**src/rtl/act_buf_pingpong_ctrl.sv**
```systemverilog
// -----------------------------------------------------------------------------
// act_buf_pingpong_ctrl
//
// Ping-pong controller for the activation memory. The memory is split into
// two halves (buffers) of TOTAL_SIZE/2 bytes. While the host streams words
// into one half through the write port, the MAC array may compute on the other
// half. Buffers are filled and consumed strictly in fill order: ld_ptr and
// cmp_ptr each flip after every completed load / compute.
//
// Each buffer walks EMPTY -> LOADING -> FULL -> BUSY -> EMPTY and never takes
// any other transition. All grant decisions look only at registered state, so
// a buffer changed at one edge becomes eligible for the other side one cycle
// later at the earliest.
//
// Ports
//   clk, reset        clock, asynchronous active-high reset
//   load_req          host asks for a buffer to fill
//   load_grant        one-cycle pulse, a load has started
//   load_buf          buffer being loaded (meaningful while load_active)
//   load_active       a load is in progress
//   wr_valid/wr_ready write-word handshake (wr_ready == load_active)
//   wr_last           marks the final word of a load (only with wr_valid)
//   wr_data           write data
//   mem_we/mem_waddr/mem_wdata  byte-addressed memory write port
//   cmp_req           compute unit asks for a filled buffer
//   cmp_grant         one-cycle pulse, compute has started on a buffer
//   cmp_active        compute owns a buffer
//   cmp_base/cmp_len  byte base address and word count of the compute buffer
//   cmp_done          compute finished, releases its buffer
//   buf_full          bit i set while buffer i is FULL or BUSY
//   overflow_err      sticky: a load hit capacity without wr_last
// -----------------------------------------------------------------------------
module act_buf_pingpong_ctrl #(
  parameter int TOTAL_SIZE    = 16384,
  parameter int PORT_WIDTH    = 32,
  parameter int ADDR_W        = 14,
  parameter int WORDS_PER_BUF = 2048,
  parameter int LEN_W         = 12
) (
  input  logic                  clk,
  input  logic                  reset,
  input  logic                  load_req,
  output logic                  load_grant,
  output logic                  load_buf,
  output logic                  load_active,
  input  logic                  wr_valid,
  output logic                  wr_ready,
  input  logic                  wr_last,
  input  logic [PORT_WIDTH-1:0] wr_data,
  output logic                  mem_we,
  output logic [ADDR_W-1:0]     mem_waddr,
  output logic [PORT_WIDTH-1:0] mem_wdata,
  input  logic                  cmp_req,
  output logic                  cmp_grant,
  output logic                  cmp_active,
  output logic [ADDR_W-1:0]     cmp_base,
  output logic [LEN_W-1:0]      cmp_len,
  input  logic                  cmp_done,
  output logic [1:0]            buf_full,
  output logic                  overflow_err
);

  localparam int                BYTES_PER_WORD = PORT_WIDTH / 8;
  localparam int                HALF_BYTES     = TOTAL_SIZE / 2;
  localparam logic [ADDR_W-1:0] HALF_ADDR      = ADDR_W'(HALF_BYTES);
  localparam logic [LEN_W-1:0]  LAST_IDX       = LEN_W'(WORDS_PER_BUF - 1);

  typedef enum logic [1:0] {
    ST_EMPTY   = 2'd0,
    ST_LOADING = 2'd1,
    ST_FULL    = 2'd2,
    ST_BUSY    = 2'd3
  } buf_state_t;

  // Per-buffer state and recorded fill length
  buf_state_t        r_state     [2];
  buf_state_t        w_state_nxt [2];
  logic [LEN_W-1:0]  r_len       [2];

  // Load side
  logic              r_ld_ptr;
  logic              r_load_grant;
  logic              r_load_active;
  logic              r_load_buf;
  logic [LEN_W-1:0]  r_count;
  logic              r_overflow;

  // Compute side
  logic              r_cmp_ptr;
  logic              r_cmp_grant;
  logic              r_cmp_active;
  logic [ADDR_W-1:0] r_cmp_base;
  logic [LEN_W-1:0]  r_cmp_len;

  // Decoded events for the current cycle
  logic              w_wr_accept;
  logic              w_at_capacity;
  logic              w_load_end;
  logic              w_cap_ovf;
  logic              w_load_start;
  logic              w_cmp_start;
  logic              w_cmp_release;
  logic [ADDR_W-1:0] w_buf_base;
  logic [ADDR_W-1:0] w_word_off;

  assign w_wr_accept   = wr_valid & r_load_active;
  assign w_at_capacity = (r_count == LAST_IDX);
  // A load ends on the marked word or on the word that fills the half.
  assign w_load_end    = w_wr_accept & (wr_last | w_at_capacity);
  assign w_cap_ovf     = w_wr_accept & w_at_capacity & ~wr_last;

  assign w_load_start  = load_req & ~r_load_active & (r_state[r_ld_ptr] == ST_EMPTY);
  assign w_cmp_start   = cmp_req & ~r_cmp_active & (r_state[r_cmp_ptr] == ST_FULL);
  assign w_cmp_release = cmp_done & r_cmp_active;

  // Per-buffer next state. The four events need mutually exclusive source
  // states, so at most one of them can move any given buffer in a cycle.
  always_comb begin
    for (int i = 0; i < 2; i++) begin
      w_state_nxt[i] = r_state[i];
      case (r_state[i])
        ST_EMPTY:   if (w_load_start  && (r_ld_ptr   == 1'(i))) w_state_nxt[i] = ST_LOADING;
        ST_LOADING: if (w_load_end    && (r_load_buf == 1'(i))) w_state_nxt[i] = ST_FULL;
        ST_FULL:    if (w_cmp_start   && (r_cmp_ptr  == 1'(i))) w_state_nxt[i] = ST_BUSY;
        ST_BUSY:    if (w_cmp_release && (r_cmp_ptr  == 1'(i))) w_state_nxt[i] = ST_EMPTY;
        default:    w_state_nxt[i] = r_state[i];
      endcase
    end
  end

  always_ff @(posedge clk or posedge reset) begin
    if (reset) begin
      r_state[0] <= ST_EMPTY;
      r_state[1] <= ST_EMPTY;
    end else begin
      r_state[0] <= w_state_nxt[0];
      r_state[1] <= w_state_nxt[1];
    end
  end

  // Load sequencing: grant, word counter, completion and overflow flag
  always_ff @(posedge clk or posedge reset) begin
    if (reset) begin
      r_ld_ptr      <= 1'b0;
      r_load_grant  <= 1'b0;
      r_load_active <= 1'b0;
      r_load_buf    <= 1'b0;
      r_count       <= '0;
      r_overflow    <= 1'b0;
      r_len[0]      <= '0;
      r_len[1]      <= '0;
    end else begin
      r_load_grant <= w_load_start;
      if (w_load_start) begin
        r_load_active <= 1'b1;
        r_load_buf    <= r_ld_ptr;
        r_count       <= '0;
      end else begin
        if (w_wr_accept) begin
          r_count <= r_count + 1'b1;
        end
        if (w_load_end) begin
          r_load_active     <= 1'b0;
          r_ld_ptr          <= ~r_ld_ptr;
          r_len[r_load_buf] <= r_count + 1'b1;
        end
      end
      if (w_cap_ovf) begin
        r_overflow <= 1'b1;
      end
    end
  end

  // Compute hand-off: base/len are captured at grant and held after release
  always_ff @(posedge clk or posedge reset) begin
    if (reset) begin
      r_cmp_ptr    <= 1'b0;
      r_cmp_grant  <= 1'b0;
      r_cmp_active <= 1'b0;
      r_cmp_base   <= '0;
      r_cmp_len    <= '0;
    end else begin
      r_cmp_grant <= w_cmp_start;
      if (w_cmp_start) begin
        r_cmp_active <= 1'b1;
        r_cmp_base   <= r_cmp_ptr ? HALF_ADDR : '0;
        r_cmp_len    <= r_len[r_cmp_ptr];
      end else if (w_cmp_release) begin
        r_cmp_active <= 1'b0;
        r_cmp_ptr    <= ~r_cmp_ptr;
      end
    end
  end

  // Zero-latency write path: the byte address is the half base plus the
  // word index scaled to bytes.
  assign w_buf_base = r_load_buf ? HALF_ADDR : '0;
  assign w_word_off = ADDR_W'(r_count) * ADDR_W'(BYTES_PER_WORD);

  assign mem_we     = w_wr_accept;
  assign mem_waddr  = w_buf_base + w_word_off;
  assign mem_wdata  = wr_data;

  always_comb begin
    buf_full = 2'b00;
    for (int i = 0; i < 2; i++) begin
      buf_full[i] = (r_state[i] == ST_FULL) || (r_state[i] == ST_BUSY);
    end
  end

  assign load_grant   = r_load_grant;
  assign load_buf     = r_load_buf;
  assign load_active  = r_load_active;
  assign wr_ready     = r_load_active;
  assign cmp_grant    = r_cmp_grant;
  assign cmp_active   = r_cmp_active;
  assign cmp_base     = r_cmp_base;
  assign cmp_len      = r_cmp_len;
  assign overflow_err = r_overflow;

endmodule

```
**config.mk**
```make
export PLATFORM = sky130hd
export DESIGN_NAME = act_buf_pingpong_ctrl
export DESIGN_NICKNAME = d
export VERILOG_FILES = /design/src/rtl/act_buf_pingpong_ctrl.sv
export SDC_FILE = /design/constraint.sdc
export NUM_CORES = 1
export LEC_CHECK = 0
export ABC_CLOCK_PERIOD_IN_PS = 3000
export CAP_MARGIN = 20
export CORE_ASPECT_RATIO = 1.25
export CORE_MARGIN = 2
export CORE_UTILIZATION = 48
export DETAILED_ROUTE_END_ITERATION = 8
export HOLD_SLACK_MARGIN = 0.12
export MAX_ROUTING_LAYER = met4
export PLACE_DENSITY = 0.86
export SLEW_MARGIN = 25
export SYNTH_ARGS = -nofsm -noshare
export SYNTH_HDL_FRONTEND = slang
export SYNTH_SLANG_ARGS = --single-unit
```
**constraint.sdc**
```tcl
create_clock -name clk -period 3 [get_ports clk]
set_input_delay 0.45 -clock clk [delete_from_list [all_inputs] [get_ports clk]]
set_output_delay 0.45 -clock clk [all_outputs]
set_load 0.02 [all_outputs]
```
==> results.md <==
- Detailed placement ended at an HPWL of about 4200 um.
- The via count is 2,155.
- The detail route stage leaves a number of antenna-violating nets equal to 0.
- In this run the power spent charging and discharging nets is approximately 380 uW.
- The fraction of synthesized cell area in xor and xnor cells is 3.48%.
- The peak supply drop is 0.000194 V.
- Buffers added to address setup during post-CTS repair amount to 0.
- The slowest stage of the critical path is the clkdlybuf4s50_1 cell.
- Pin placement for this block handled ~120 I/O pins.
- The worst-path maximum fanout is 5.
- The post-synthesis simple-gate area fraction is 12.2%.
- The routability congestion estimate is 0.808.
- The worst path meets setup with 0.599 ns of slack.
- Setup repair after global routing left no endpoint under its margin.
- At the end of the flow, the number of nets in the layout was between 300 and 400.
- The post-detailed-routing wire length is about 6000 um.
- TritonCTS created 9 clock buffers.
- The max-slew violation total from the final report is 0.
- The arrival time reported for the critical path endpoint is 1.95 ns.
- At the pin with the least slew margin, the transition time is 0.620 ns.
- The compound-gate portion of the synthesized area is between 10% and 20%.
- The floorplan core area is about 6600 um^2.
- The internal portion of the total power is ~1300 uW.
- The final hold slack is roughly 0.46 ns.
- Across every metal layer, demand over resource in global routing totals between 15 and 20%.
- The category of the worst setup path capture point is a primary output.
- The portion of netlist area occupied by mux cells is 6.24%.
- The number of warnings printed during yosys synthesis is 0.
- The antenna diode count is 0.
- In the layout the commonest cells are dfrtp_1 (61), nand2_1 (41), clkdlybuf4s50_1 (41).
- TritonCTS built the clock tree.
- The detailed router finished its first iteration with roughly 130 violations.
- At the placement stage, the worst setup path has a slack of 0.671 ns.
- The mean routed wirelength per cell is ~14 um.
- Traced cell by cell, the critical path runs through inv_1 -> ha_1 -> or2_2 -> clkdlybuf4s50_1.
- The largest net degree at the start of global routing is 28.
- The clock tree root buffer cell is clkbuf_8.
- Cells with a size suffix above 1 make up under 10% of the layout.
- The die is between 90 and 100 um tall.
- The run finished with clean final reports.
- Measured in cells, the most critical reg-to-reg path has a length of 6.
- The kind of start point of the critical path is a flip-flop.
- The clock passes through at most 2 buffers.
- The count of unresolved DRC violations after routing is 0.
- The headroom to the max-slew limit is approximately three fifths.
- The starting density of the core is 49.8%.
- The commonest non-fill, non-tap cell in the layout is dfrtp_1.
- The share of the cycle needed by the critical path after routing is between 80% and 90%.
- The clock-pin transition on the worst setup and hold timing paths is approximately 0.070 ns.
- The static leakage is between 0.0015 and 0.002 uW.
- Power spread over the standard cell area amounts to between 400 and 500 nW/um^2.
- The quantity of hold-fixing buffers added after cts is 0.
- The clock latency on the worst-skew pair is between 0.3 and 0.4 ns.
- The final-report hold violation count is 0.
- After floorplanning, the core was divided into 33 placement rows.
- The total area of multi-input combinational cells is 1260 um^2.
- The number of antenna violations at the first check in global routing is 0.
- In this design, the stage delay of the slowest critical-path cell is 0.54 ns.
- The global-route wire length before repair is about 9700 um.
- Yosys mapped a number of flops with a built-in enable equal to 0.
- The synthesized netlist devotes approximately 3.8% of its cell area to adder and majority cells.
- The post-cts repair resize count is 0.
- The number of global-route vias before repair is approximately 2,100.
- With fillers left out, the area of the finished cells amounts to 3590 um^2.
- The most critical setup path has its startpoint at r_state[2].
- Setup violations remaining at the end of the flow were counted as 0.
- The netlist area before placement is 3270 um^2.
- The clock power share is 44.8%.
- The count of cell types in the netlist is 38.
- The total area of sequential cells is approximately 1500 um^2.
- The share of total power dissipated in combinational logic is under 10%.
- The endpoint identified for the worst register-to-register timing path is r_state[3].
- The overall overflow remaining after global route is 0.
- The worst setup path is of the reg2out kind.
- Counting flops and latches in the post-synthesis netlist gives 61.
- The post-route setup TNS is 0 ns.
- The synthesized area divided by synthesized cell count is 9.76 um^2.
- The maximum level of the CTS H-tree is 3.
- The clock net sink count is between 60 and 70.
- STA puts the critical path data required time at about 2.6 ns.
- The worst path needs 2.40 ns of the cycle, external delays included.
- The timing endpoint of the critical path is buf_full[0].
- Synthesis handed over a netlist of approximately 340 instances.
- The power share of the sequential group is between 50% and 60%.
- The sequential cell area fraction in the yosys report is between 40% and 50%.
- The slack of the worst reg-to-reg path is about 0.79 ns.
- After detailed placement, the total cell area comes to between 3000 and 4000 um^2.
- On the final layout, the worst clock skew is 0.00750 ns.
- The worst hold-check path type is in2async.
- The relative area change from synthesis to final layout is 9.91%.
- The x dimension of the die is about 80 um.
- After synthesis, the share of flip-flops with an asynchronous set or reset is 100%.
- The switching share of power is between 20% and 30%.
- The count of input and output buffers is approximately 40.
- The full die area is around 7500 um^2.
- The number of max-cap violations is 0.
- The main combinational cell family by area after synthesis is buffers and inverters.
- The top flip-flop cell by instance count after synthesis is dfrtp_1.
- Counting the fill cells in the layout gives 548.
- The startpoint of the worst-slack reg-to-reg timing path is r_count[0].
- In the routed layout, each cell is associated on average with a via count of just over 5.
- Based on the critical path, the design can be clocked at up to between 400 and 500 MHz.
- For this run, the detailed router's first-pass iteration total came to 4.
## registers in the layout (all words and copies together) (netlist names)
signal and cells:
cmp_len 12, r_ld_ptr 1, r_count 12, r_len 24, load_active 1, cmp_base 1
r_state 4, load_buf 1, overflow_err 1, r_cmp_ptr 1, cmp_active 1, cmp_grant 1
load_grant 1
## synth_stat cells, types with 4 or more instances
library cell  instances  area, um^2
a21oi_1              10        50.1
and2_1                4        25.0
buf_4                59         443
clkbuf_1             11        41.3
dfrtp_1              61        1530
ha_1                 10         125
inv_1                 9        33.8
mux2i_1              14         140
nand2_1              41         154
nand3_1               9        45.0
nor2_1               22        82.6
o21ai_0              38         190
xnor2_1               6        52.6
xor2_1                7        61.3
## area by class of cell
class	instances	share of cell area (%)
flip-flops and latches	61	42.5
multi-input cells	207	35.1
repair buffers	48	12.9
clock buffers	10	3.83
well taps	87	3.03
clock inverters	6	1.74
inverters	9	0.940
## metrics by stage
| stage | utilization (%) | instances | power [uW] |
|---|---|---|---|
| CTS | 54.8 | 428 | 1640 |
| global placement | 51.7 | 412 | 917 |
| floorplan | - | 349 | 978 |
| detailed placement | 51.7 | 412 | 917 |
| finish | 54.8 | 428 | 1630 |
| global route | 54.8 | 428 | 1690 |
## power groups by stage
stage / sequential, uW / combinational, uW / clock [uW]
final: 828 / 72.4 / 731
after global routing: 828 / 79.0 / 781
after CTS: 828 / 73.3 / 736
after detailed placement: 844 / 73.0 / 0
after global placement: 844 / 73.0 / 0
after floorplan: 841 / 137 / 0
## cells by family after synthesis
family	Yosys count
AOI/OAI and AO/OA	61
xor gates and xnor gates	13
adders and majority gates	10
buffers and inverters	81
DFF	61
muxes	19
other	1
and+or+nand+nor	89
## critical path: cells and delay by family, from the launching register on
kind	cells	cell delay [ns]
buf+inv	2	0.64
flops	1	0.45
simple gates	1	0.30
fa+ha+maj	1	0.23
## how the worst min path moves through the flow
stage	cells after the start	start	to
2_1_floorplan	1	r_len[12]	r_len[12]
3_3_place_gp	2	r_len[6]	r_len[6]
3_5_place_dp	1	overflow_err	overflow_err
4_1_cts	2	reset	cmp_base[13]
5_1_grt	1	overflow_err	overflow_err
6_report	2	reset	cmp_base[13]
## routing by layer
layer  GRT usage [%]  vias to the layer above  part of all wire (%)
li1                -                     1040                     -
met1            19.8                     1023                    43
met2            27.4                       77                    50
met3            4.69                       15                   4.5
met4            10.1                        0                   2.7
met5               -                        -                     0
Power figures use the tool's default switching activity.
